### src/rtl/ctrl_unit_mc.sv
// rtl/ctrl_unit_mc.sv - multicycle Moore control FSM for the datapath select/enable buses
// Optional feature macro: OVERFLOW_TRAP_EN (overflow exception path through EXCEPT)
module ctrl_unit_mc #(
   parameter int unsigned MEM_WAIT = 1
) (
   input  logic       clk,
   input  logic       reset_n,
   input  logic [5:0] opcode,
   input  logic [5:0] funct,
   input  logic       zero,
   input  logic       overflow,
   output logic       pc_write,
   output logic       pc_write_cond,
   output logic       i_or_d,
   output logic       mem_wr,
   output logic       ir_write,
   output logic       reg_write,
   output logic       reg_dst,
   output logic       mem_to_reg,
   output logic       alu_src_a,
   output logic [1:0] alu_src_b,
   output logic [2:0] alu_op,
   output logic [1:0] pc_source,
   output logic       epc_write,
   output logic [3:0] state_out
);

   typedef enum logic [3:0] {
      S_RST      = 4'd0,
      S_FETCH    = 4'd1,
      S_DECODE   = 4'd2,
      S_R_EXEC   = 4'd3,
      S_R_WB     = 4'd4,
      S_ADDI_EX  = 4'd5,
      S_ADDI_WB  = 4'd6,
      S_MEM_ADDR = 4'd7,
      S_MEM_RD   = 4'd8,
      S_LW_WB    = 4'd9,
      S_MEM_WR   = 4'd10,
      S_BRANCH   = 4'd11,
      S_JUMP     = 4'd12,
      S_EXCEPT   = 4'd13
   } state_t;

   localparam logic [2:0] OP_IDLE = 3'b000;
   localparam logic [2:0] OP_ADD  = 3'b001;
   localparam logic [2:0] OP_SUB  = 3'b010;
   localparam logic [2:0] OP_AND  = 3'b011;
   localparam logic [2:0] OP_OR   = 3'b100;

   localparam logic [1:0] SRCB_B     = 2'b00;
   localparam logic [1:0] SRCB_FOUR  = 2'b01;
   localparam logic [1:0] SRCB_OFFS  = 2'b10;
   localparam logic [1:0] SRCB_IMM   = 2'b11;

   localparam logic [1:0] PCSRC_ALU  = 2'b00;
   localparam logic [1:0] PCSRC_OUT  = 2'b01;
   localparam logic [1:0] PCSRC_JMP  = 2'b10;
   localparam logic [1:0] PCSRC_EXC  = 2'b11;

   localparam logic [3:0] WAIT_LAST = 4'(MEM_WAIT);

   state_t     state_q, state_d;
   logic [3:0] cnt_q, cnt_d;
   logic [2:0] rop_q, rop_d;
   logic [2:0] funct_op;
   logic       wait_state;
   logic       wait_last;

   // The ALU flags only matter to the trap path; zero is consumed by the datapath via pc_write_cond.
`ifdef OVERFLOW_TRAP_EN
   logic unused_inputs;
   assign unused_inputs = zero;
`else
   logic unused_inputs;
   assign unused_inputs = zero ^ overflow;
`endif

   // R-type function decode; unsupported functs map to idle and abort the instruction.
   always_comb begin
      funct_op = OP_IDLE;
      case (funct)
         6'h20:   funct_op = OP_ADD;
         6'h22:   funct_op = OP_SUB;
         6'h24:   funct_op = OP_AND;
         6'h25:   funct_op = OP_OR;
         default: funct_op = OP_IDLE;
      endcase
   end

   assign wait_state = (state_q == S_FETCH) || (state_q == S_MEM_RD) || (state_q == S_MEM_WR);
   assign wait_last  = (cnt_q == WAIT_LAST);

   // Wait counter runs only while holding a memory state and restarts at zero on every exit.
   always_comb begin
      cnt_d = 4'd0;
      if (wait_state && !wait_last) begin
         cnt_d = cnt_q + 4'd1;
      end
   end

   // The R-type ALU op is captured during DECODE so R_EXEC outputs stay a function of registers only.
   always_comb begin
      rop_d = rop_q;
      if (state_q == S_DECODE) begin
         rop_d = funct_op;
      end
   end

   // State, wait counter and captured ALU op registers with synchronous active-low reset.
   always_ff @(posedge clk) begin
      if (!reset_n) begin
         state_q <= S_RST;
         cnt_q   <= 4'd0;
         rop_q   <= OP_IDLE;
      end else begin
         state_q <= state_d;
         cnt_q   <= cnt_d;
         rop_q   <= rop_d;
      end
   end

   // Next-state sequencing: opcode dispatch in DECODE, memory-wait holds, overflow trap when enabled.
   always_comb begin
      state_d = S_FETCH;
      case (state_q)
         S_RST:    state_d = S_FETCH;
         S_FETCH:  state_d = wait_last ? S_DECODE : S_FETCH;
         S_DECODE: begin
            case (opcode)
               6'h00:        state_d = S_R_EXEC;
               6'h08:        state_d = S_ADDI_EX;
               6'h23, 6'h2B: state_d = S_MEM_ADDR;
               6'h04:        state_d = S_BRANCH;
               6'h02:        state_d = S_JUMP;
               default:      state_d = S_FETCH;
            endcase
         end
         S_R_EXEC: begin
            if (rop_q == OP_IDLE) begin
               state_d = S_FETCH;
            end
`ifdef OVERFLOW_TRAP_EN
            else if (overflow && ((rop_q == OP_ADD) || (rop_q == OP_SUB))) begin
               state_d = S_EXCEPT;
            end
`endif
            else begin
               state_d = S_R_WB;
            end
         end
         S_R_WB:   state_d = S_FETCH;
         S_ADDI_EX: begin
`ifdef OVERFLOW_TRAP_EN
            state_d = overflow ? S_EXCEPT : S_ADDI_WB;
`else
            state_d = S_ADDI_WB;
`endif
         end
         S_ADDI_WB:  state_d = S_FETCH;
         S_MEM_ADDR: state_d = (opcode == 6'h2B) ? S_MEM_WR : S_MEM_RD;
         S_MEM_RD:   state_d = wait_last ? S_LW_WB : S_MEM_RD;
         S_LW_WB:    state_d = S_FETCH;
         S_MEM_WR:   state_d = wait_last ? S_FETCH : S_MEM_WR;
         S_BRANCH:   state_d = S_FETCH;
         S_JUMP:     state_d = S_FETCH;
`ifdef OVERFLOW_TRAP_EN
         S_EXCEPT:   state_d = S_FETCH;
`endif
         default:    state_d = S_FETCH;
      endcase
   end

   // Moore output decode from state register, wait counter and captured ALU op.
   always_comb begin
      pc_write      = 1'b0;
      pc_write_cond = 1'b0;
      i_or_d        = 1'b0;
      mem_wr        = 1'b0;
      ir_write      = 1'b0;
      reg_write     = 1'b0;
      reg_dst       = 1'b0;
      mem_to_reg    = 1'b0;
      alu_src_a     = 1'b0;
      alu_src_b     = SRCB_B;
      alu_op        = OP_IDLE;
      pc_source     = PCSRC_ALU;
      epc_write     = 1'b0;
      case (state_q)
         S_FETCH: begin
            alu_src_b = SRCB_FOUR;
            alu_op    = OP_ADD;
            ir_write  = wait_last;
            pc_write  = wait_last;
         end
         S_DECODE: begin
            alu_src_b = SRCB_OFFS;
            alu_op    = OP_ADD;
         end
         S_R_EXEC: begin
            alu_src_a = 1'b1;
            alu_src_b = SRCB_B;
            alu_op    = rop_q;
         end
         S_R_WB: begin
            reg_dst   = 1'b1;
            reg_write = 1'b1;
         end
         S_ADDI_EX, S_MEM_ADDR: begin
            alu_src_a = 1'b1;
            alu_src_b = SRCB_IMM;
            alu_op    = OP_ADD;
         end
         S_ADDI_WB: begin
            reg_write = 1'b1;
         end
         S_MEM_RD: begin
            i_or_d = 1'b1;
         end
         S_LW_WB: begin
            mem_to_reg = 1'b1;
            reg_write  = 1'b1;
         end
         S_MEM_WR: begin
            i_or_d = 1'b1;
            mem_wr = 1'b1;
         end
         S_BRANCH: begin
            alu_src_a     = 1'b1;
            alu_src_b     = SRCB_B;
            alu_op        = OP_SUB;
            pc_write_cond = 1'b1;
            pc_source     = PCSRC_OUT;
         end
         S_JUMP: begin
            pc_write  = 1'b1;
            pc_source = PCSRC_JMP;
         end
`ifdef OVERFLOW_TRAP_EN
         // EPC <= PC - 4 while the PC is redirected to the exception vector.
         S_EXCEPT: begin
            epc_write = 1'b1;
            pc_write  = 1'b1;
            pc_source = PCSRC_EXC;
            alu_src_b = SRCB_FOUR;
            alu_op    = OP_SUB;
         end
`endif
         default: begin
            pc_write = 1'b0;
         end
      endcase
   end

   assign state_out = state_q;

endmodule

### config.mk
export PLATFORM = sky130hd
export DESIGN_NAME = ctrl_unit_mc
export DESIGN_NICKNAME = d
export VERILOG_FILES = /design/src/rtl/ctrl_unit_mc.sv
export SDC_FILE = /design/constraint.sdc
export NUM_CORES = 1
export LEC_CHECK = 0
export CORE_ASPECT_RATIO = 0.9
export CORE_MARGIN = 10
export CORE_UTILIZATION = 43
export CTS_CLUSTER_SIZE = 10
export DETAILED_ROUTE_END_ITERATION = 8
export PLACE_DENSITY_LB_ADDON = 0.2
export SLEW_MARGIN = 15
export SYNTH_ARGS = -nofsm -noshare
export SYNTH_HDL_FRONTEND = slang
export SYNTH_SLANG_ARGS = --single-unit
### constraint.sdc
create_clock -name clk -period 2.65 [get_ports clk]
set_input_delay 0.53 -clock clk [delete_from_list [all_inputs] [get_ports clk]]
set_output_delay 0.53 -clock clk [all_outputs]
set_load 0.05 [all_outputs]
== Word-level counts from Yosys, hierarchy flattened ==
Index checks and enable logic that the tools add are counted.

* Muxes and demuxes: 20
* Reduce and logical (&&, ||, !) cells: 13
* Eq/ne operators: 22
* Add/subtract/negate cells: 1

{| class="wikitable"
|+ Operators by type and width
! kind !! number
|-
| $eq A6 B6 Y1 const B || 6
|-
| $pmux W4 S7 || 1
|-
| $eq A4 B4 Y1 const B || 5
|-
| $pmux W4 S5 || 1
|-
| $eq A4 B3 Y1 const B || 4
|-
| $pmux W3 S4 || 1
|-
| $mux W1 || 9
|-
| $pmux W3 S3 || 1
|-
| $eq A4 B1 Y1 const B || 2
|-
| $eq A4 B2 Y1 const B || 2
|-
| $reduce_or A4 Y1 || 2
|-
| $eq A6 B2 Y1 const B || 1
|-
| $eq A6 B3 Y1 const B || 1
|-
| $eq A6 B4 Y1 const B || 1
|-
| $logic_not A6 Y1 || 1
|-
| $pmux W2 S3 || 1
|-
| $reduce_or A2 Y1 || 3
|-
| $add A4 B1 Y4 const B || 1
|-
| $mux W2 || 2
|-
| $mux W4 || 1
|-
| $pmux W2 S2 || 1
|-
| $logic_not A3 Y1 || 1
|-
| $mux W3 || 1
|-
| $reduce_or A3 Y1 || 1
|-
| 5 further kinds || 6
|}

* Output and inout port bits: 21
* Word-level logic and storage cells: 59
* Bits of input ports: 16
* Bits in registers: 11

== Longest topological paths before layout ==
* Word-level depth: 5
* Depth in mapped cells: 6
* Gate-level depth less buffers: 5

== Least setup slack after synthesis ==
Ideal clock, no wire load.

* Path type: reg2out
* Start: register state_q[0], in the netlist state_out[0]
* End: output pc_write
* Path buffers: 1
* Data arrival time: 2.798 ns
* Setup slack: -0.678 ns
* Stages on the path, launching flop included: 5
* Data required time: 2.120 ns
* Cell sequence: dfxtp_1 > buf_6 > or3b_1 > nor3_1 > or2_1

* Longest elaborated chain between the ends: 2
* Elaborated cells between the ends (all ways): 3
* Classes of those cells: eq/ne: 2; mux: 1

{| class="wikitable"
|+ Ends and longest elaborated chain
! element !! line !! text
|-
| start, declared || 63 || <nowiki>state_t state_q, state_d;</nowiki>
|-
| start signal, assigned || 117 || <nowiki>state_q <= state_d;</nowiki>
|-
| $eq A4 B4 Y1 or $eq A4 B1 Y1 (tied branches) || 189 || <nowiki>case (state_q)</nowiki>
|-
| $pmux W1 S2 (*) || 189 ||
|-
| end, declared || 12 || <nowiki>output logic pc_write,</nowiki>
|}

Mark *: on every way between the ends. The rest lies on a longest branch, timed or not.

== Worst setup path after layout ==
* Start: register state_q[1], in the netlist state_out[1]
* End: output mem_to_reg

* Longest elaborated chain between the ends: 2

{| class="wikitable"
|+ Ends and longest elaborated chain
! element !! line !! text
|-
| $eq A4 B4 Y1 || 189 ||
|-
| $mux W1 || 189 ||
|-
| end, declared || 19 || <nowiki>output logic mem_to_reg,</nowiki>
|}

No other way between the ends.

==> flow_metrics.tcl <==
set metrics [dict create \
    status "completed" \
    crit_chain "inv_1 > nand2_1 > nor2_1 > clkdlybuf4s50_1" \
    drc 0 \
    power_uw 393 \
    root_buffer "clkbuf_4" \
    synth_cell_types 40 \
    layout_min_cycle_time_ns 2.43 \
    htree_num_levels 1 \
    cts_inserted_buffers 3 \
    die-area_um2 4020 \
    rr_worst_depth 4 \
    synth_top_cell_area_share_pct 27.2 \
    regToRegSetupSlack_ns 0.98 \
    die_w_um 65.7 \
    ioPinCount 37 \
    synth-edff-count 0 \
    drtAntennaViolNets 0 \
    numPortBuffers 33 \
    wl_met1_um 975 \
    final_nets 159 \
    insertedDiodeCount 0 \
    fp.dieH_um 61.1 \
    synthTopCellsByArea "dfxtp_1 (27%), nor2_1 (7.0%), nor3_1 (6.2%)" \
    drive_gt1_share_pct 20.0 \
    numClockSinks 11 \
    crit_path_end_kind "output port" \
    placed_area_um2 1160 \
    grtUsageTotal_pct 11.3 \
    drt_iter0_drc 49 \
    cts_resized 0 \
    areaGrowthSynthToFinish_pct 46.7 \
    synth_flop_cell "dfxtp_1" \
    grt_pass1_vias 829 \
    ys_seq_area_share_pct 27.2 \
    finClkSkew_ns 0.00218 \
    yosys-top-cells-count "nor2_1 (15), dfxtp_1 (11), nor3_1 (10)" \
    utilization_pct 68.4 \
    max-cap-violations 0 \
    wire_per_inst_um 14.5 \
    r2r_end "rop_q[0]$_SDFFE_PN0P_" \
    relSlewSlack_pct 66.2 \
    worstHoldStart "cnt_q[0]$_SDFF_PN0_" \
    tightest_slew_ns 0.505 \
    wl_um 2380 \
    synth_seq_cells 11 \
    syn_nets 126 \
    grt_max_degree 14 \
    core_um2 1730 \
    vias_per_cell 5.54 \
    grt_overflow_total 0 \
    ys_warn_count 0 \
    setup_violations 0 \
    power-per-cell-area_nw_per_um2 332 \
    hold_path_depth 1 \
    cp-start-kind "register" \
    start_util_pct 46.6 \
    post-route-cell-area_um2 1190 \
    dpl.hpwl_um 1940 \
    cts_tree "yes" \
    synth_area_um2 808 \
    max_freq_mhz 411 \
    syn_inst 108 \
    synth.most_common_cell "nor2_1" \
    dr.pass1.iters 4 \
    cpMaxStageDelayCell "clkdlybuf4s50_1" \
    cp.arrival_ns 1.90 \
    tns_ns 0 \
    async_flop_share_pct 0 \
    dr_wl_met3_um 178 \
    rows 14 \
    worstHoldPathType "register to register" \
    highest-signal-layer "met4" \
    grt_setup_unrepaired "no" \
    ctsHoldBuffers 0 \
    avgSynthCellArea_um2 7.48 \
    p_leak_uw 0.000426 \
    synth_area_leader_cell "dfxtp_1" \
    dr_wl_met2_um 1210 \
    gp_congestion 0.945 \
    hold_viol 0 \
    cts_max_path_buffers 2 \
    final_max_slew_viol_count 0 \
    r2r_start "state_out[1]$_SDFF_PN0_" \
    min_period_over_period_pct 91.9 \
    vias 909 \
    vdd_ir_drop_max_mv 0.376 \
    critPathMaxFanout 12 \
    critPathRequiredTime_ns 2.12 \
    clock_latency_ns 0.27 \
    critPathKind "register to output port" \
    min_to "cnt_q[0]$_SDFF_PN0_" \
    grt_pass1_wl_um 3690 \
    path_clk_slew_ns 0.07 \
    antenna_found_initial 0 \
    cts_setup_buffers 0 \
    slowest_delay_ns 0.81 \
]
-- logic make-up after synthesis --
kind of cell / share of synthesized area, %
other cells: 0.464
fa+ha+maj: 3.10
simple gates: 36.2
xor+xnor: 5.42
compound gates: 18.7
flops: 27.2
buf+inv: 8.82
-- worst max-delay path by stage --
stage,start,endpoint,slack [ns],depth (start not counted)
after floorplan,state_out[0]$_SDFF_PN0_,alu_op[1],-0.16,4
after global placement,state_out[1]$_SDFF_PN0_,mem_to_reg,0.54,4
after detailed placement,state_out[0]$_SDFF_PN0_,mem_to_reg,0.52,3
after CTS,state_out[0]$_SDFF_PN0_,mem_to_reg,0.21,3
after global routing,state_out[0]$_SDFF_PN0_,mem_to_reg,0.11,3
final,state_out[1]$_SDFF_PN0_,mem_to_reg,0.22,4
-- layout make-up --
| type | count | area [um2] |
|---|---|---|
| inverters | 5 | 18.8 |
| flip-flops and latches | 11 | 220 |
| clock buffers | 4 | 26.3 |
| multi-input cells | 84 | 538 |
| fillers | 144 | 548 |
| well taps | 24 | 30.0 |
| repair buffers | 36 | 353 |
-- critical path: cells and delay by family, from the launching register on --
family / cells / cell delay [ns]
simple gates: 2 / 0.20
flops: 1 / 0.43
buf+inv: 2 / 1.00
-- flip-flops by register name, summed over array words and instances, names as in the netlist --
| name | cells |
|---|---|
| rop_q | 3 |
| cnt_q | 4 |
| state_out | 4 |
-- metal layers --
layer  vias up  track usage [%]
met3         2             3.27
met4         0             3.35
met2        39             19.3
met1       422             13.5
met5         -                0
li1        446                -
-- per-stage QoR --
step | setup WS [ns] | std cells | hold slack (ns)
finish | 0.215 | 164 | 0.477
global route | 0.110 | 164 | 0.502
CTS | 0.211 | 164 | 0.485
detailed placement | 0.522 | 160 | 0.467
global placement | 0.540 | 160 | 0.448
floorplan | -0.164 | 108 | 0.434
-- power breakdown --
part | total (uW) | internal, uW | switching [uW] | leakage (uW)
Combinational | 103 | 45.9 | 57.3 | 0.000322
Clock | 115 | 58.3 | 57.1 | 0.0000150
Sequential | 175 | 168 | 6.59 | 0.0000891
Total | 393 | 272 | 121 | 0.000426
-- cell usage in the layout (no fill, tap or decap), types with 2 or more instances in the layout --
cell,n
nor3_1,8
xor2_1,2
nor4_1,2
a21oi_1,6
o21ai_1,2
nand3_1,4
buf_4,15
nor2_1,15
clkbuf_4,3
nand2_1,4
dfxtp_1,11
clkdlybuf4s50_1,18
xnor2_1,3
nand2b_1,4
o21ai_0,3
a32oi_1,2
inv_1,4
nand4b_1,2
ha_1,2
buf_12,3
nor2b_1,4
Note: power is estimated with default switching activity, not from simulation.
